### src/rtl/div_dispatch_pkg.sv
// Shared definitions for the divider dispatch block: default sizing and FSM state encoding.
package div_dispatch_pkg;

    // Default sizing; DATA_WIDTH matches the divider datapath width
    localparam int DEF_DATA_WIDTH  = 8;
    localparam int DEF_TAG_WIDTH   = 2;
    localparam int DEF_DEPTH       = 2;
    localparam int DEF_DIV_LATENCY = 1;

    // Dispatch FSM states, encoded to match the divider team's state numbering
    typedef enum logic [1:0] {
        DIV_IDLE = 2'd0,
        DIV_BUSY = 2'd1,
        DIV_RESP = 2'd2
    } div_state_t;

endpackage

### src/rtl/div_op_fifo.sv
// Small request FIFO holding {tag, op2, op1} entries in registered storage.
module div_op_fifo
    import div_dispatch_pkg::*;
#(
    parameter int WIDTH = 2 * DEF_DATA_WIDTH + DEF_TAG_WIDTH,
    parameter int DEPTH = DEF_DEPTH
) (
    input  logic             clock,
    input  logic             reset,
    input  logic             push,
    input  logic             pop,
    input  logic [WIDTH-1:0] wdata,
    output logic [WIDTH-1:0] rdata,
    output logic             full,
    output logic             empty
);

    localparam int PTR_W = $clog2(DEPTH);
    localparam logic [PTR_W:0] FULL_COUNT = (PTR_W + 1)'(DEPTH);

    logic [WIDTH-1:0] mem [DEPTH];
    logic [PTR_W-1:0] wr_ptr;
    logic [PTR_W-1:0] rd_ptr;
    logic [PTR_W:0]   count;
    logic             do_push;
    logic             do_pop;

    // A full FIFO never accepts, even if the head leaves in the same cycle
    assign full    = (count == FULL_COUNT);
    assign empty   = (count == '0);
    assign do_push = push && !full;
    assign do_pop  = pop && !empty;
    assign rdata   = mem[rd_ptr];

    // Pointers wrap naturally because DEPTH is a power of two; count tracks occupancy
    always_ff @(posedge clock or posedge reset) begin
        if (reset) begin
            wr_ptr <= '0;
            rd_ptr <= '0;
            count  <= '0;
        end else begin
            if (do_push) wr_ptr <= wr_ptr + 1'b1;
            if (do_pop)  rd_ptr <= rd_ptr + 1'b1;
            case ({do_push, do_pop})
                2'b10:   count <= count + 1'b1;
                2'b01:   count <= count - 1'b1;
                default: count <= count;
            endcase
        end
    end

    // Entry storage needs no reset; only slots between the pointers are ever read
    always_ff @(posedge clock) begin
        if (do_push) mem[wr_ptr] <= wdata;
    end

endmodule

### src/rtl/div_dispatch.sv
// Feeds queued operand pairs to the multi-cycle divider one at a time and returns tagged quotients.
module div_dispatch
    import div_dispatch_pkg::*;
#(
    parameter int DATA_WIDTH  = DEF_DATA_WIDTH,
    parameter int TAG_WIDTH   = DEF_TAG_WIDTH,
    parameter int DEPTH       = DEF_DEPTH,
    parameter int DIV_LATENCY = DEF_DIV_LATENCY
) (
    input  logic                  clock,
    input  logic                  reset,
    input  logic                  in_valid,
    output logic                  in_ready,
    input  logic [DATA_WIDTH-1:0] in_op1,
    input  logic [DATA_WIDTH-1:0] in_op2,
    input  logic [TAG_WIDTH-1:0]  in_tag,
    output logic                  div_enable,
    output logic [DATA_WIDTH-1:0] div_op1,
    output logic [DATA_WIDTH-1:0] div_op2,
    input  logic [DATA_WIDTH-1:0] div_result,
    output logic                  out_valid,
    input  logic                  out_ready,
    output logic [DATA_WIDTH-1:0] out_result,
    output logic [TAG_WIDTH-1:0]  out_tag,
    output logic                  out_div_by_zero,
    output logic                  busy
);

    localparam int ENTRY_W = TAG_WIDTH + 2 * DATA_WIDTH;
    localparam int CNT_W   = $clog2(DIV_LATENCY + 1);
    localparam logic [CNT_W-1:0]      CNT_LOAD    = CNT_W'(DIV_LATENCY);
    localparam logic [CNT_W-1:0]      CNT_ONE     = CNT_W'(1);
    localparam logic [DATA_WIDTH-1:0] ZERO_RESULT = {DATA_WIDTH{1'b1}};

    div_state_t state;
    div_state_t next_state;

    logic                  fifo_push;
    logic                  fifo_pop;
    logic                  fifo_full;
    logic                  fifo_empty;
    logic [ENTRY_W-1:0]    fifo_head;
    logic [DATA_WIDTH-1:0] head_op1;
    logic [DATA_WIDTH-1:0] head_op2;
    logic [TAG_WIDTH-1:0]  head_tag;
    logic [DATA_WIDTH-1:0] op1_q;
    logic [DATA_WIDTH-1:0] op2_q;
    logic [TAG_WIDTH-1:0]  tag_q;
    logic [CNT_W-1:0]      cnt;

    // Reset gates ready combinationally so nothing is accepted while reset is held
    assign in_ready  = !fifo_full && !reset;
    assign fifo_push = in_valid && in_ready;

    assign head_op1 = fifo_head[DATA_WIDTH-1:0];
    assign head_op2 = fifo_head[2*DATA_WIDTH-1:DATA_WIDTH];
    assign head_tag = fifo_head[ENTRY_W-1:2*DATA_WIDTH];

    assign div_op1  = op1_q;
    assign div_op2  = op2_q;
    assign out_tag  = tag_q;
    assign busy     = (state != DIV_IDLE) || !fifo_empty;

    div_op_fifo #(
        .WIDTH (ENTRY_W),
        .DEPTH (DEPTH)
    ) u_fifo (
        .clock (clock),
        .reset (reset),
        .push  (fifo_push),
        .pop   (fifo_pop),
        .wdata ({in_tag, in_op2, in_op1}),
        .rdata (fifo_head),
        .full  (fifo_full),
        .empty (fifo_empty)
    );

    // State register
    always_ff @(posedge clock or posedge reset) begin
        if (reset) state <= DIV_IDLE;
        else       state <= next_state;
    end

    // Next-state and handshake outputs; zero divisors skip straight to the response
    always_comb begin
        next_state = state;
        fifo_pop   = 1'b0;
        div_enable = 1'b0;
        out_valid  = 1'b0;
        case (state)
            DIV_IDLE: begin
                if (!fifo_empty) begin
                    fifo_pop   = 1'b1;
                    next_state = (head_op2 != '0) ? DIV_BUSY : DIV_RESP;
                end
            end
            DIV_BUSY: begin
                div_enable = 1'b1;
                if (cnt == CNT_ONE) next_state = DIV_RESP;
            end
            DIV_RESP: begin
                out_valid = 1'b1;
                if (out_ready) next_state = DIV_IDLE;
            end
            default: next_state = DIV_IDLE;
        endcase
    end

    // Operand, latency counter and result registers; results hold until the consumer takes them
    always_ff @(posedge clock or posedge reset) begin
        if (reset) begin
            op1_q           <= '0;
            op2_q           <= '0;
            tag_q           <= '0;
            cnt             <= '0;
            out_result      <= '0;
            out_div_by_zero <= 1'b0;
        end else begin
            case (state)
                DIV_IDLE: begin
                    if (fifo_pop) begin
                        op1_q <= head_op1;
                        op2_q <= head_op2;
                        tag_q <= head_tag;
                        if (head_op2 == '0) begin
                            out_result      <= ZERO_RESULT;
                            out_div_by_zero <= 1'b1;
                        end else begin
                            cnt <= CNT_LOAD;
                        end
                    end
                end
                DIV_BUSY: begin
                    cnt <= cnt - CNT_ONE;
                    if (cnt == CNT_ONE) begin
                        out_result      <= div_result;
                        out_div_by_zero <= 1'b0;
                    end
                end
                default: begin
                end
            endcase
        end
    end

endmodule

### config.mk
export PLATFORM = sky130hd
export DESIGN_NAME = div_dispatch
export DESIGN_NICKNAME = d
export VERILOG_FILES = /design/src/rtl/div_dispatch_pkg.sv /design/src/rtl/div_op_fifo.sv /design/src/rtl/div_dispatch.sv
export SDC_FILE = /design/constraint.sdc
export NUM_CORES = 1
export LEC_CHECK = 0
export ABC_AREA = 0
export CELL_PAD_IN_SITES_DETAIL_PLACEMENT = 1
export CELL_PAD_IN_SITES_GLOBAL_PLACEMENT = 2
export CORE_UTILIZATION = 41
export DETAILED_ROUTE_END_ITERATION = 10
export DONT_BUFFER_PORTS = 1
export GPL_TIMING_DRIVEN = 0
export MAX_ROUTING_LAYER = met4
export PLACE_DENSITY_LB_ADDON = 0.1
export SYNTH_ARGS = -nofsm -noshare
export SYNTH_HDL_FRONTEND = slang
export SYNTH_SLANG_ARGS = --single-unit
### constraint.sdc
create_clock -name clock -period 2.6 [get_ports clock]
set_input_delay 0.52 -clock clock [delete_from_list [all_inputs] [get_ports clock]]
set_output_delay 0.52 -clock clock [all_outputs]
set_load 0.05 [all_outputs]
==> qor.csv, run 1 <==
stage;metric;value;unit
status;status;complete, no violations;
timing;relSlewSlack;0.241;
grt;antenna_found_initial;0;
synth;synthesis.area;0.00270;sq mm
cells_and_area;n_antenna_cell;0;
synth;syn_inst;201;
clocking;clkLatencyLatePin;0.34;ns
floorplan;coreArea;0.00635;sq mm
timing;rsz0062_at_grt;false;
clocking;cts_sinks;70;
place;dp_hpwl;3.59;mm
setup_path;worstPathArrival;2.33;ns
clocking;cts-resized-gates;1;
setup_path;slowest_delay;0.55;ns
clocking;cts_max_path_buffers;2;
timing;worst_pin_slew;1.14;ns
clocking;ctsHtreeMaxLevel;3;
routing;vias;1552;
routing;dr.pass1.iters;4;
cells_and_area;drive_above_1_share;0.134;
synth;synth_warnings;0;
floorplan;dieHeight;83.1;um
cells_and_area;num-nets-final;243;
routing;drt-total-wl;5.12;mm
clocking;cts-root-buf;clkbuf_8;
clocking;clkSlewWorstSetupHoldPaths;0.08;ns
floorplan;ios;61;
synth;ys_seq_area_frac;0.716;
synth;ys.flop_type;edfxtp_1;
setup_path;worst_setup_path_end_kind;register;
cells_and_area;syn2layout_area_growth;13.7;%
setup_path;startpoint_type;register;
timing;period_minus_slack;2.35;ns
setup_path;path_delay_family;simple AND/OR/NAND/NOR gates;
place;place.port_buffers;0;
flow_run;drv_cap;0;
routing;via_per_inst;5.28;
routing;wl_per_cell;17.4;um
timing;hold_violations;0;
synth;synth.largest_area_cell;edfxtp_1;
floorplan;die-area;0.00691;sq mm
clocking;cts-buffers-inserted;9;
setup_path;path_cells;clkbuf_1 -> inv_1 -> a21oi_2 -> nand2_1 -> nor2_4;
synth;ys_async_sr_fraction;0.486;
grt;grt_overflow;0;
timing;tns;0;ns
synth;synth_nets;232;
grt;grt_pass1_wl;8.50;mm
timing;fmax;426;MHz
clocking;hold_buffers;0;
grt;grtUsageTotal;0.169;
routing;ant_nets;0;
timing;period_share;0.904;
setup_path;cp_num_buf_inv;2;
timing;drv_slew;0;
routing;drc;0;
place;place_area;0.00280;sq mm
synth;synth-seq-cells;70;
grt;grt_pass1_vias;1723;
floorplan;rows;29;
setup_path;crit_fanout;18;
routing;drtIter0Drc;39;
timing;clock_skew;0.00650;ns
timing;setup_viol;0;
setup_path;crit_type;register to register;
setup_path;cp_data_required_time;2.58;ns
grt;grt_max_degree;35;
setup_path;cpMaxStageDelayCell;a21oi_2;
floorplan;dieWidth;83.1;um
synth;ys_types;28;
synth;synth_common_cells;36 x edfxtp_1, 34 x dfrtp_1, 21 x nand2_1;
synth;synthTopCellsByArea;edfxtp_1 40%, dfrtp_1 32%, mux2i_1 6.7%;
cells_and_area;final_area;0.00307;sq mm
clocking;postCtsSetupBuffers;0;
floorplan;start_util;0.425;
synth;avgSynthCellArea;13.4;sq um
hold_path;hp-class;input port to asynchronous set/reset pin;
synth;synth_edf_count;36;
clocking;cts_tree;built;
synth;synth_most_common_cell;edfxtp_1;
synth;synth_top_area_share;0.401;
place;place.gp.congestion;0.773;
[per-layer routing]
metal | vias to the layer above | GRT usage | share of wire
met4 | 0 | 0.0705 | 0.019
met5 | - | - | 0
met2 | 43 | 0.288 | 0.53
met3 | 9 | 0.0686 | 0.063
li1 | 736 | - | -
met1 | 764 | 0.171 | 0.39
[registers in the layout, indices dropped and copies added, names as in the netlist]
name,cells
u_fifo.mem,36
state,2
out_tag,2
out_result,8
out_div_by_zero,1
u_fifo.rd_ptr,1
div_op2,8
div_op1,8
u_fifo.wr_ptr,1
u_fifo.count,2
cnt,1
[final timing paths]
kind,startpoint,to,slack [ns],cells after the start
setup / recovery,u_fifo.count[0]$_DFFE_PP0P_,u_fifo.mem[0][14]$_DFFE_PP_,0.25,5
hold / removal,reset,u_fifo.wr_ptr$_DFFE_PP0P_,0.17,1
setup reg to reg,u_fifo.count[0]$_DFFE_PP0P_,u_fifo.mem[0][14]$_DFFE_PP_,0.25,5
hold reg to reg,u_fifo.mem[1][5]$_DFFE_PP_,div_op1[5]$_DFFE_PP0P_,0.54,2
max in group asynchronous,reset,div_op2[1]$_DFFE_PP0P_,1.95,1
min in group clock,in_op1[3],u_fifo.mem[0][3]$_DFFE_PP_,0.27,0
[layout by cell type, fill, tap and decap left out, types with 2 or more instances in the layout]
| cell | instances |
|---|---|
| nor3_1 | 2 |
| xnor2_1 | 4 |
| edfxtp_1 | 36 |
| or4_1 | 2 |
| dfrtp_1 | 34 |
| a21oi_1 | 10 |
| inv_1 | 5 |
| mux2i_1 | 18 |
| nor2_1 | 14 |
| o21ai_0 | 20 |
| clkbuf_8 | 9 |
| o22ai_1 | 8 |
| clkbuf_1 | 4 |
| buf_2 | 6 |
| nand2_1 | 21 |
| nor4_1 | 2 |
| bufinv_16 | 4 |
[cell type report]
type,count,area [sq um]
Inverter,6,22.5
Buffer,11,56.3
Multi-Input combinational cell,114,699
Tap cell,77,96.3
Clock buffer,10,128
Sequential cell,70,1930
Fill cell,641,3280
Clock inverter,6,133
[cells by family (layout without fill, tap and decap cells)]
kind of cell             Yosys count  count (layout)  synth area share
buffers and inverters             17              33            0.0292
flip-flops                        70              70             0.716
multiplexers                      18              18            0.0668
XOR/XNOR                           5               5            0.0162
AO/OA/AOI/OAI                     44              44            0.0937
adder cells (fa/ha/maj)            1               1           0.00464
AND/OR/NAND/NOR                   46              46            0.0733
[metrics by stage]
step	std cells	hold slack, ns	util	worst slack, ns
2_1_floorplan	201	0.478	-	0.352
3_3_place_gp	278	0.499	0.441	0.0242
3_5_place_dp	278	0.508	0.441	-0.0475
4_1_cts	294	0.255	0.483	0.105
5_1_grt	294	0.215	0.483	0.0673
6_report	294	0.173	0.483	0.251
Power of run 1 is left out: the tool's default activity adds up to more than one toggle a clock period on the data nets, which glitch-free logic cannot reach.
==> inputs of run 2 (changes only) <==
CORE_UTILIZATION = 43   (was 41)
SYNTH_HIERARCHICAL = 1   (was not set)
==> qor.csv, run 2 <==
stage;metric;value;unit
synth;synth_nets;205;
clocking;cts-root-buf;clkbuf_8;
synth;ys_types;28;
synth;synth-seq-cells;70;
floorplan;coreArea;0.00635;sq mm
timing;setup_viol;0;
timing;period_minus_slack;2.33;ns
synth;synth_common_cells;36 x edfxtp_1, 34 x dfrtp_1, 27 x mux2_2;
cells_and_area;top_register;u_fifo/mem;
hold_path;hp-class;input port to asynchronous set/reset pin;
cells_and_area;drive_above_1_share;0.346;
timing;period_share;0.895;
place;place.port_buffers;0;
clocking;cts_sinks;70;
timing;relSlewSlack;0.317;
clocking;cts_max_path_buffers;2;
synth;synth_warnings;6;
timing;worst_pin_slew;1.02;ns
floorplan;dieHeight;82.9;um
flow_run;drv_cap;0;
routing;ant_nets;0;
grt;grt_max_degree;31;
synth;synth_top_area_share;0.384;
setup_path;worstPathArrival;2.30;ns
timing;rsz0062_at_grt;false;
cells_and_area;num-nets-final;217;
routing;vias;1415;
setup_path;startpoint_type;register;
setup_path;reg2reg_to;u_fifo/mem[0][12]$_DFFE_PP_;
timing;hold_violations;0;
setup_path;critPathCapture;u_fifo/mem[0][12]$_DFFE_PP_;
clocking;ctsHtreeMaxLevel;3;
setup_path;crit_fanout;18;
setup_path;regToRegSetupSlack;0.27;ns
timing;layout_setup_ws;0.272;ns
floorplan;die-area;0.00688;sq mm
setup_path;r2r.worst_path.cells;6;
synth;ys_seq_area_frac;0.686;
grt;grt_pass1_vias;1550;
routing;via_per_inst;5.28;
cells_and_area;syn2layout_area_growth;10.9;%
routing;drt-total-wl;4.99;mm
routing;dr.pass1.iters;4;
setup_path;r2r_start;u_fifo/count[0]$_DFFE_PP0P_;
clocking;cts_tree;built;
grt;antenna_found_initial;0;
routing;met2_length;2.50;mm
setup_path;startpoint;u_fifo/count[0]$_DFFE_PP0P_;
timing;fmax;430;MHz
routing;wl_met1;2.10;mm
synth;synthTopCellsByArea;edfxtp_1 38%, dfrtp_1 30%, mux2_2 11%;
place;place.gp.congestion;0.709;
grt;grtUsageTotal;0.167;
cells_and_area;most-common-layout-cells;36 x edfxtp_1, 34 x dfrtp_1, 27 x mux2_2;
timing;tns;0;ns
setup_path;worst_setup_path_end_kind;register;
floorplan;rows;29;
clocking;postCtsSetupBuffers;0;
synth;synth_most_common_cell;edfxtp_1;
place;pre_cts_ws;-0.300;ns
floorplan;start_util;0.444;
cells_and_area;final_common_cell;edfxtp_1;
clocking;cts-buffers-inserted;9;
synth;synthesis.area;0.00282;sq mm
place;dp_cells;251;
floorplan;dieWidth;82.9;um
floorplan;ios;61;
synth;synth_edf_count;36;
status;status;complete, no violations;
routing;highest_layer;met4;
routing;drc;0;
synth;ys.flop_type;edfxtp_1;
routing;wl_per_cell;18.6;um
setup_path;crit_type;register to register;
timing;drv_slew;0;
synth;avgSynthCellArea;16.2;sq um
clocking;clkLatencyLatePin;0.35;ns
cells_and_area;largest_reg_flops;36;
grt;grt_pass1_wl;8.19;mm
timing;clock_skew;0.0107;ns
synth;syn_inst;174;
place;dp_hpwl;3.33;mm
setup_path;cp_data_required_time;2.58;ns
synth;ys_async_sr_fraction;0.486;
cells_and_area;stdcell_count;268;
grt;grt_overflow;0;
routing;route.met3.wl;328;um
cells_and_area;n_antenna_cell;0;
clocking;clkSlewWorstSetupHoldPaths;0.08;ns
synth;synth.largest_area_cell;edfxtp_1;
routing;drtIter0Drc;60;
-- run 2: cell types whose count changed after synthesis, sizes merged, moves of 2 or more --
cell	before	now
mux2	0	36
nand2	21	5
clkbuf	3	0
buf	8	6
o22ai	8	0
nor2	15	22
or4	2	0
mux2i	18	0
o21ai	20	0
-- run 2: layout make-up --
| cell class | instances | area (sq um) |
|---|---|---|
| multi-input cells | 93 | 811 |
| clock inverters | 6 | 61.3 |
| plain buffers | 6 | 66.3 |
| well taps | 77 | 96.3 |
| fillers | 622 | 3230 |
| clock buffers | 10 | 128 |
| flip-flops and latches | 70 | 1930 |
| inverters | 5 | 18.8 |
| repair buffers | 1 | 10.0 |
-- run 2: cell families after synthesis --
| family | count (synthesis) | synth area share |
|---|---|---|
| fa+ha+maj | 1 | 0.00444 |
| mux | 36 | 0.156 |
| buf+inv | 11 | 0.0302 |
| simple gates | 38 | 0.0809 |
| xor+xnor | 5 | 0.0156 |
| compound gates | 13 | 0.0271 |
| flops | 70 | 0.686 |
-- run 2: through the flow --
step	cell area [sq um]	util	hold WS, ns
after floorplan	2820	-	0.286
after global placement	2920	0.459	0.306
after detailed placement	2920	0.459	0.310
after CTS	3120	0.492	0.245
after global routing	3120	0.492	0.221
final	3120	0.492	0.153
-- run 2: worst min path at each step --
| stage | start | end | slack [ns] | cells past startpoint |
|---|---|---|---|---|
| floorplan | reset | u_fifo/count[0]$_DFFE_PP0P_ | 0.29 | 1 |
| global placement | reset | u_fifo/wr_ptr$_DFFE_PP0P_ | 0.31 | 1 |
| detailed placement | reset | u_fifo/wr_ptr$_DFFE_PP0P_ | 0.31 | 1 |
| CTS | in_op1[4] | u_fifo/mem[1][4]$_DFFE_PP_ | 0.25 | 0 |
| global route | reset | out_tag[0]$_DFFE_PP0P_ | 0.22 | 1 |
| finish | reset | out_tag[0]$_DFFE_PP0P_ | 0.15 | 1 |
-- run 2: critical path, cell delays in order, from the launching register on --
cell,delay [ns]
dfrtp_1,0.42
nand2b_1,0.17
inv_1,0.06
nor2_2,0.45
and2_1,0.22
nand2_1,0.13
nor2_4,0.50
-- run 2: what timing repair did --
item,4_1_cts,5_1_grt
hold buffers,1,0
resized for setup,3,0
endpoints found under the hold margin,4,0
endpoints found under the setup margin,36,0
-- run 2: per-layer routing --
layer  track usage  vias up
met1         0.204      719
met3        0.0646        7
li1              -      647
met2         0.244       42
met5             -        -
met4        0.0799        0
Power of run 2 is left out for the same reason.
==> inputs of run 3 (changes only) <==
==> constraint.sdc (replaced) <==
create_clock -name clock -period 2.6 [get_ports clock]
set_input_delay 0.65 -clock clock [delete_from_list [all_inputs] [get_ports clock]]
set_output_delay 0.65 -clock clock [all_outputs]
set_load 0.05 [all_outputs]
==> qor.csv, run 3 (synthesis gave the netlist of run 2 again) <==
stage;metric;value;unit
timing;fmax;431;MHz
clocking;cts-buffers-inserted;9;
grt;grt_max_degree;31;
timing;drv_slew;0;
clocking;ctsHtreeMaxLevel;3;
cells_and_area;top_register;u_fifo/mem;
clocking;cts_sinks;70;
cells_and_area;num-nets-final;216;
clocking;cts_tree;built;
timing;holdWs;0.0738;ns
timing;period_share;0.892;
timing;hold_violations;0;
place;place.port_buffers;0;
clocking;cts_max_path_buffers;2;
setup_path;worstPathArrival;2.29;ns
timing;relSlewSlack;0.321;
grt;grtUsageTotal;0.166;
setup_path;crit_type;register to register;
setup_path;crit_fanout;18;
cells_and_area;utilization;0.490;
cells_and_area;n_antenna_cell;0;
floorplan;die-area;0.00688;sq mm
setup_path;startpoint;u_fifo/count[0]$_DFFE_PP0P_;
hold_path;hp-class;input port to asynchronous set/reset pin;
routing;drtIter0Drc;64;
grt;grt_pass1_vias;1542;
floorplan;dieHeight;82.9;um
timing;clock_skew;0.0107;ns
grt;grt_overflow;0;
routing;drt-total-wl;4.97;mm
cells_and_area;final_area;0.00311;sq mm
timing;setup_viol;0;
routing;dr.pass1.iters;4;
routing;drc;0;
cells_and_area;final_common_cell;edfxtp_1;
place;dp_cells;251;
cells_and_area;syn2layout_area_growth;10.5;%
floorplan;dieWidth;82.9;um
clocking;postCtsSetupBuffers;0;
setup_path;worst_setup_path_end_kind;register;
grt;antenna_found_initial;0;
cells_and_area;most-common-layout-cells;36 x edfxtp_1, 34 x dfrtp_1, 27 x mux2_2;
place;place_area;0.00292;sq mm
flow_run;drv_cap;0;
setup_path;cp_data_required_time;2.58;ns
place;dp_hpwl;3.33;mm
clocking;clkSlewWorstSetupHoldPaths;0.07;ns
timing;period_minus_slack;2.32;ns
floorplan;ios;61;
timing;rsz0062_at_grt;false;
clocking;clkLatencyLatePin;0.35;ns
routing;vias;1414;
cells_and_area;stdcell_count;267;
grt;grt_pass1_wl;8.15;mm
routing;ant_nets;0;
cells_and_area;largest_reg_flops;36;
cells_and_area;drive_above_1_share;0.347;
routing;wl_per_cell;18.6;um
clocking;cts-root-buf;clkbuf_8;
setup_path;startpoint_type;register;
floorplan;start_util;0.444;
floorplan;rows;29;
floorplan;coreArea;0.00635;sq mm
status;status;complete, no violations;
place;place.gp.congestion;0.709;
routing;via_per_inst;5.30;
setup_path;r2r_start;u_fifo/count[0]$_DFFE_PP0P_;
timing;worst_pin_slew;1.02;ns
==> run 3: cell type report <==
cell class / instances / area (sq um)
multi-input combinational: 93 / 811
fill: 621 / 3240
clock buffer: 10 / 128
inverter: 5 / 18.8
sequential: 70 / 1930
tap: 77 / 96.3
clock inverter: 6 / 61.3
buffer: 6 / 66.3
==> run 3: layer usage <==
layer,track usage,wire length (um),vias up,share of wire
li1,-,-,646,-
met1,0.204,2110,719,0.43
met2,0.241,2460,42,0.50
met3,0.0646,328,7,0.066
met4,0.0799,64,0,0.013
met5,-,0,-,0
==> run 3: worst max-delay path: stages, from the launching register on <==
cell and delay [ns]:
dfrtp_1 0.42, nand2b_1 0.17, inv_1 0.06, nor2_2 0.44
and2_1 0.22, nand2_1 0.13, nor2_4 0.50
==> run 3: what timing repair did <==
| action | in CTS | in global routing |
|---|---|---|
| gates resized for setup | 3 | 0 |
| setup endpoints to repair | 36 | 0 |
| hold buffers | 0 | 0 |
==> run 3: final timing paths <==
check	end	cells past startpoint	slack, ns
min reg2reg	u_fifo/count[1]$_DFFE_PP0P_	1	0.50
min in group clock	u_fifo/mem[1][17]$_DFFE_PP_	0	0.39
max	u_fifo/mem[0][12]$_DFFE_PP_	6	0.28
max in group asynchronous	state[0]$_DFFE_PP0P_	1	1.87
min	u_fifo/count[0]$_DFFE_PP0P_	1	0.07
max reg2reg	u_fifo/mem[0][12]$_DFFE_PP_	6	0.28
==> run 3: per-stage QoR <==
stage          setup TNS [ns]  worst slack, ns
2_1_floorplan               0           0.0428
3_3_place_gp            -9.31           -0.326
3_5_place_dp            -9.57           -0.321
4_1_cts                     0            0.256
5_1_grt                     0            0.127
6_report                    0            0.281
Power of run 3 is left out for the same reason.
